### src/rtl/data_memory_arbiter.sv
// Two-port round-robin arbiter and access sequencer for the single-port data memory.
// Each legal access walks IDLE -> ISSUE -> WAIT -> DONE; illegal addresses go straight to DONE.
module data_memory_arbiter #(
  parameter int MEM_BYTES = 32,
  parameter int ADDR_W    = 32
) (
  input  logic              clk_i,
  input  logic              rst_i,
  input  logic              p0_req_i,
  input  logic              p0_we_i,
  input  logic [ADDR_W-1:0] p0_addr_i,
  input  logic [31:0]       p0_data_i,
  output logic              p0_ack_o,
  output logic              p0_err_o,
  output logic [31:0]       p0_data_o,
  input  logic              p1_req_i,
  input  logic              p1_we_i,
  input  logic [ADDR_W-1:0] p1_addr_i,
  input  logic [31:0]       p1_data_i,
  output logic              p1_ack_o,
  output logic              p1_err_o,
  output logic [31:0]       p1_data_o,
  output logic              mem_MemWrite_o,
  output logic              mem_MemRead_o,
  output logic [ADDR_W-1:0] mem_addr_o,
  output logic [31:0]       mem_data_o,
  input  logic [31:0]       mem_data_i
);

  localparam logic [1:0] IDLE  = 2'd0;
  localparam logic [1:0] ISSUE = 2'd1;
  localparam logic [1:0] WAIT  = 2'd2;
  localparam logic [1:0] DONE  = 2'd3;

  localparam logic [ADDR_W-1:0] LAST_WORD = ADDR_W'(MEM_BYTES - 4);

  logic [1:0]        state;
  logic              last_gnt;
  logic              gnt_port;
  logic              gnt_we;
  logic              pick;
  logic              pick_we;
  logic [ADDR_W-1:0] pick_addr;
  logic [31:0]       pick_data;
  logic              pick_bad;

  // Tie goes to the port that was not granted last; otherwise whoever is asking.
  always_comb begin
    pick      = (p0_req_i && p1_req_i) ? ~last_gnt : p1_req_i;
    pick_we   = pick ? p1_we_i   : p0_we_i;
    pick_addr = pick ? p1_addr_i : p0_addr_i;
    pick_data = pick ? p1_data_i : p0_data_i;
    pick_bad  = (pick_addr[1:0] != 2'b00) || (pick_addr > LAST_WORD);
  end

  // mem_addr_o/mem_data_o double as the latched request fields for the access in flight.
  always_ff @(posedge clk_i) begin
    if (rst_i) begin
      state          <= IDLE;
      last_gnt       <= 1'b1;
      gnt_port       <= 1'b0;
      gnt_we         <= 1'b0;
      p0_ack_o       <= 1'b0;
      p0_err_o       <= 1'b0;
      p0_data_o      <= '0;
      p1_ack_o       <= 1'b0;
      p1_err_o       <= 1'b0;
      p1_data_o      <= '0;
      mem_MemWrite_o <= 1'b0;
      mem_MemRead_o  <= 1'b0;
      mem_addr_o     <= '0;
      mem_data_o     <= '0;
    end else begin
      p0_ack_o       <= 1'b0;
      p0_err_o       <= 1'b0;
      p1_ack_o       <= 1'b0;
      p1_err_o       <= 1'b0;
      mem_MemWrite_o <= 1'b0;
      mem_MemRead_o  <= 1'b0;
      case (state)
        IDLE: begin
          if (p0_req_i || p1_req_i) begin
            last_gnt <= pick;
            gnt_port <= pick;
            gnt_we   <= pick_we;
            if (pick_bad) begin
              state    <= DONE;
              p0_ack_o <= ~pick;
              p0_err_o <= ~pick;
              p1_ack_o <= pick;
              p1_err_o <= pick;
            end else begin
              state          <= ISSUE;
              mem_MemWrite_o <= pick_we;
              mem_MemRead_o  <= ~pick_we;
              mem_addr_o     <= pick_addr;
              mem_data_o     <= pick_data;
            end
          end
        end
        ISSUE: state <= WAIT;
        WAIT: begin
          // Memory read data settled after the edge that ended ISSUE.
          state    <= DONE;
          p0_ack_o <= ~gnt_port;
          p1_ack_o <= gnt_port;
          if (!gnt_we) begin
            if (gnt_port) p1_data_o <= mem_data_i;
            else          p0_data_o <= mem_data_i;
          end
        end
        DONE:    state <= IDLE;
        default: state <= IDLE;
      endcase
    end
  end

endmodule
### config.mk
export PLATFORM = sky130hd
export DESIGN_NAME = data_memory_arbiter
export DESIGN_NICKNAME = d
export VERILOG_FILES = /design/src/rtl/data_memory_arbiter.sv
export SDC_FILE = /design/constraint.sdc
export NUM_CORES = 1
export LEC_CHECK = 0
export BUFFER_PORTS_ARGS = -buffer_cell sky130_fd_sc_hd__buf_4
export CAP_MARGIN = 30
export CORE_MARGIN = 4
export CORE_UTILIZATION = 40
export DETAILED_ROUTE_END_ITERATION = 10
export HOLD_SLACK_MARGIN = 0.12
export PLACE_DENSITY = 0.74
export SLEW_MARGIN = 25
export SYNTH_ARGS = -nofsm -noshare
export SYNTH_HDL_FRONTEND = slang
export SYNTH_SLANG_ARGS = --single-unit
### constraint.sdc
create_clock -name clk_i -period 2.75 [get_ports clk_i]
set_input_delay 0.825 -clock clk_i [delete_from_list [all_inputs] [get_ports clk_i]]
set_output_delay 0.825 -clock clk_i [all_outputs]
set_load 0.02 [all_outputs]
# Word level (Yosys, flattened, before mapping)
# Index checks and enable logic that the tools add are counted.
# word_totals
register_bits	139
in_bits	166
output_inout_bits	134
elab_cells	51
# classes
order_cmp	1
eq_ne	4
mux	13
bitwise_logic	8
n_reduce_logical	11
# ops
operator	n
two-way mux 32 bit	2
greater-than comparator 32 x 5 -> 1 bit (second input constant)	1
AND reduction 3 bit	3
inverter 1 bit	8
case mux 2 bit (4 select lines)	1
two-way mux 1 bit	6
equality test 2 bit (second input constant)	2
two-way mux 2 bit	2
case mux 1 bit (2 select lines)	2
OR reduction 4 bit	1
equality test 2 x 1 -> 1 bit (second input constant)	1
zero test 2 bit	1
logical OR 1 bit	2
inequality test 2 bit (second input constant)	1
AND reduction 2 bit	1
nonzero test 2 bit	1
OR reduction 2 bit	1
logical AND 1 bit	1

# Logic depth before layout (Yosys ltp)
# depth
depth_word	8
ltp_mapped	9
depth_no_buf	7

# Least setup slack after synthesis
# No wires, ideal clock.
# synth_path
kind	input to register
start	input port p0_addr_i[15]
end	register mem_data_o[10]
setup_time_ps	121
arrival_ps	2124
t_required_ps	2629
slack_ps	504
cell_stages	6
path_buffers	1
cell_sequence	nor4_2 > nand4_1 > nor4_4 > nor2_4 > buf_12 > mux2_4
# synth_between
elab_chain_len	5
# synth_lines
element	line	source
start: declaration	11	input logic [ADDR_W-1:0] p0_addr_i,
two-way mux 32 bit	51	pick_addr = pick ? p1_addr_i : p0_addr_i;
greater-than comparator 32 x 5 -> 1 bit	53	pick_bad = (pick_addr[1:0] != 2'b00) || (pick_addr > LAST_WORD);
logical OR 1 bit	53	
inverter 1 bit (no source line)	--	
AND reduction 3 bit (no source line)	--	
end signal: assignment	97	mem_data_o <= pick_data;
end: declaration	26	output logic [31:0] mem_data_o,
# Every way passes these cells.
# A chain may end at the register's enable or synchronous reset.

# Worst setup path in the final report
# layout_path
start	input port p0_addr_i[15]
end	register mem_data_o[7]
# The elaborated chain is that of the path after synthesis.

==> out/summary.txt <==
Outcome: finished, final reports clean
Site Rows: 42
Pleak: 3.96 nW
Post-Synth Adder-Cell Area: 0.448%
Post-Route WL: 16,500 um
Antenna viol nets, final: 0
Total gr overflow: 0
First-pass GRT wire length: 25,900 um
Starting DRC count in detailed routing: 294
Most used cell, CP: buf_4
Rel. slew slack: 54.5%
Total GRT Usage: 20.2%
Synth Area in XOR/XNOR: 0%
Synth cell count leaders: 139 x dfxtp_1, 132 x nand2_1, 68 x a21oi_1
Worst EP arrival: 2.55 ns
Syn Inst Count: 602
Critical Path Source Type: input port
Max Cap Violations: 0
Layout Nets: 1,057
Achievable Freq: 0.445 GHz
DRC: 0
Register area: 2780 um2
Synthesis-to-finish area growth: 53.8%
HPWL after DPL: 12,400 um
Area of the multi-input gates: 2590 um2
CP max stage delay: 0.36 ns
Final hold vios: 0
Top area cells in the synthesized netlist: dfxtp_1 50%, nand2_1 8.9%, mux2_4 7.5%, mux2i_1 6.5%, a21oi_1 6.1%
# IOs: 300
Share of layout cells above drive strength 1: 43.1%
Initial Util: 41.5%
CTS Hold Buffers Added: 0
Antenna Diode Count: 0
Top_reg_cell synth: dfxtp_1
Total core area: 13,500 um2
Top-count cell post-synth: dfxtp_1
Fin. max-slew vios: 0
Final Setup Violations: 0
Clk sink count: 139
Period minus WS final: 2.25 ns
Crit path cell chain: buf_4, nor4_2, nand4_1, nor4_4, nor2_4, buf_4, mux2_4
Num CTS Buffers: 17
Worst R2R Path Depth: 8
WP data required: 3.05 ns
Die Span Y: 126 um
Post-synth EDFFs: 0
Vias: 5,103
Root buffer cell: clkbuf_16
Postcts setup bufs: 0
WS Path Type: in -> reg
Tot Pwr: 0.00560 W
Yosys top cell area share: 49.8%
Final core utilization: 63.8%
Post-synth top area cell: dfxtp_1
Register area share after synthesis: 49.8%
Ys async rst share: 0%
Ys Warns: 0
Dpl cells: 1,046
Clk slew on worst S/H paths: 0.06 ns
Hold path cells: 2
DR vias/cell: 4.73
Total nets after synthesis: 770
Yosys reg bits: 139
Final Non-Filler Cells: 1,078
H-tree levels: 4
Max rail drop VDD: 0.434 mV
PortBufs: 299
Slew @ Worst Pin: 0.683 ns
Die Width: 126 um
Post-Syn Area: 5580 um2
Crit path max-delay cell type: nor4_2
Fill cell count: 1,172
Largest net degree at the start of global routing: 70
CTS tree: done
Clock tree buffer depth: 2
Main combinational cell family by area after synthesis: simple AND/OR/NAND/NOR gates
Simple-gate share of the synthesized area: 23.0%
Initial antenna violation count: 0
Setup Skew: 0.00607 ns
Mux contribution to synthesized area: 15.4%
Unique cell type count in the Yosys netlist: 35
Number of global-route vias before repair: 5,104
Compound-Gate Fraction of Synth Area: 7.31%
Setup TNS Final: 0 ns
Crit-path max FO: 8
Clk Latency, worst-skew pair: 0.41 ns
Hold Crit Class: reg -> reg
Unrepaired setup endpoints after global routing: false
Die area: 15,900 um2
# resized after CTS: 0
Worst Setup End Kind: flip-flop
Placer Congestion: 0.781
DRT Pass-1 Iters: 5
Fin crit share: 81.8%
WL/cell: 15.3 um
Mapped Avg Cell Area: 9.27 um2
Pwr Density: 652 nW/um2
## cell families after synthesis
kind of cell | after synthesis
AO/OA/AOI/OAI | 77
adder cells (fa/ha/maj) | 2
buffers and inverters | 43
flip-flops | 139
multiplexers | 71
AND/OR/NAND/NOR | 270
## sequential cells by signal, indices dropped and copies added (netlist names), 2 cells and up
signal	count
p1_data_o	32
mem_data_o	32
mem_addr_o	32
state	2
p0_data_o	32
## metrics by stage
stage          area (um2)  hold slack, ns  setup WS [ns]
2_1_floorplan        5580           0.444          0.504
3_3_place_gp         7980           0.442         0.0550
3_5_place_dp         7980           0.446         0.0502
4_1_cts              8580           0.456          0.496
5_1_grt              8580           0.476          0.389
6_report             8580           0.454          0.501
## power breakdown
group          internal, W  switching (W)  leakage (nW)
clock              0.00145       0.000860         0.288
sequential         0.00215      0.0000742          1.12
combinational     0.000474       0.000594          2.55
## final cells by class
class | instances | area share [%]
flip-flops and latches | 139 | 32.4
multi-input cells | 420 | 30.2
repair buffers | 309 | 27.6
clock buffers | 18 | 5.12
well taps | 176 | 2.57
clock inverters | 14 | 1.98
inverters | 2 | 0.0875
## worst max-delay path: cells and delay by family
| kind | cells | cell delay [ns] |
|---|---|---|
| AND/OR/NAND/NOR | 4 | 1.09 |
| buffers and inverters | 2 | 0.33 |
| multiplexers | 1 | 0.29 |
## cells in the final DEF, fill, tap and decap left out, types with 4 or more instances in the layout
cell	n
nand2_1	132
nor2b_1	35
nand4_1	4
clkbuf_16	17
a21oi_1	68
buf_12	4
buf_4	305
mux2i_1	36
mux2_2	7
mux2_4	28
and2_1	29
nor2_1	42
dfxtp_1	139
clkinvlp_4	4
nor4_1	9
nor3_1	5
## final timing paths
check           startpoint             to  slack (ns)
max          p0_addr_i[15]  mem_data_o[7]        0.50
min          p1_data_o[10]  p1_data_o[10]        0.45
max reg2reg       state[1]  mem_data_o[3]        0.67
min reg2reg  p1_data_o[10]  p1_data_o[10]        0.45
## layer usage
layer,wire length [um],global-route usage (%),part of all wire [%],up-vias
li1,-,-,-,2558
met1,6440,23.4,39,2299
met2,8010,34.1,49,223
met3,1710,7.87,10,23
met4,297,7.13,1.8,0
met5,0,0,0,-
Note: power is estimated with default switching activity, not from simulation.
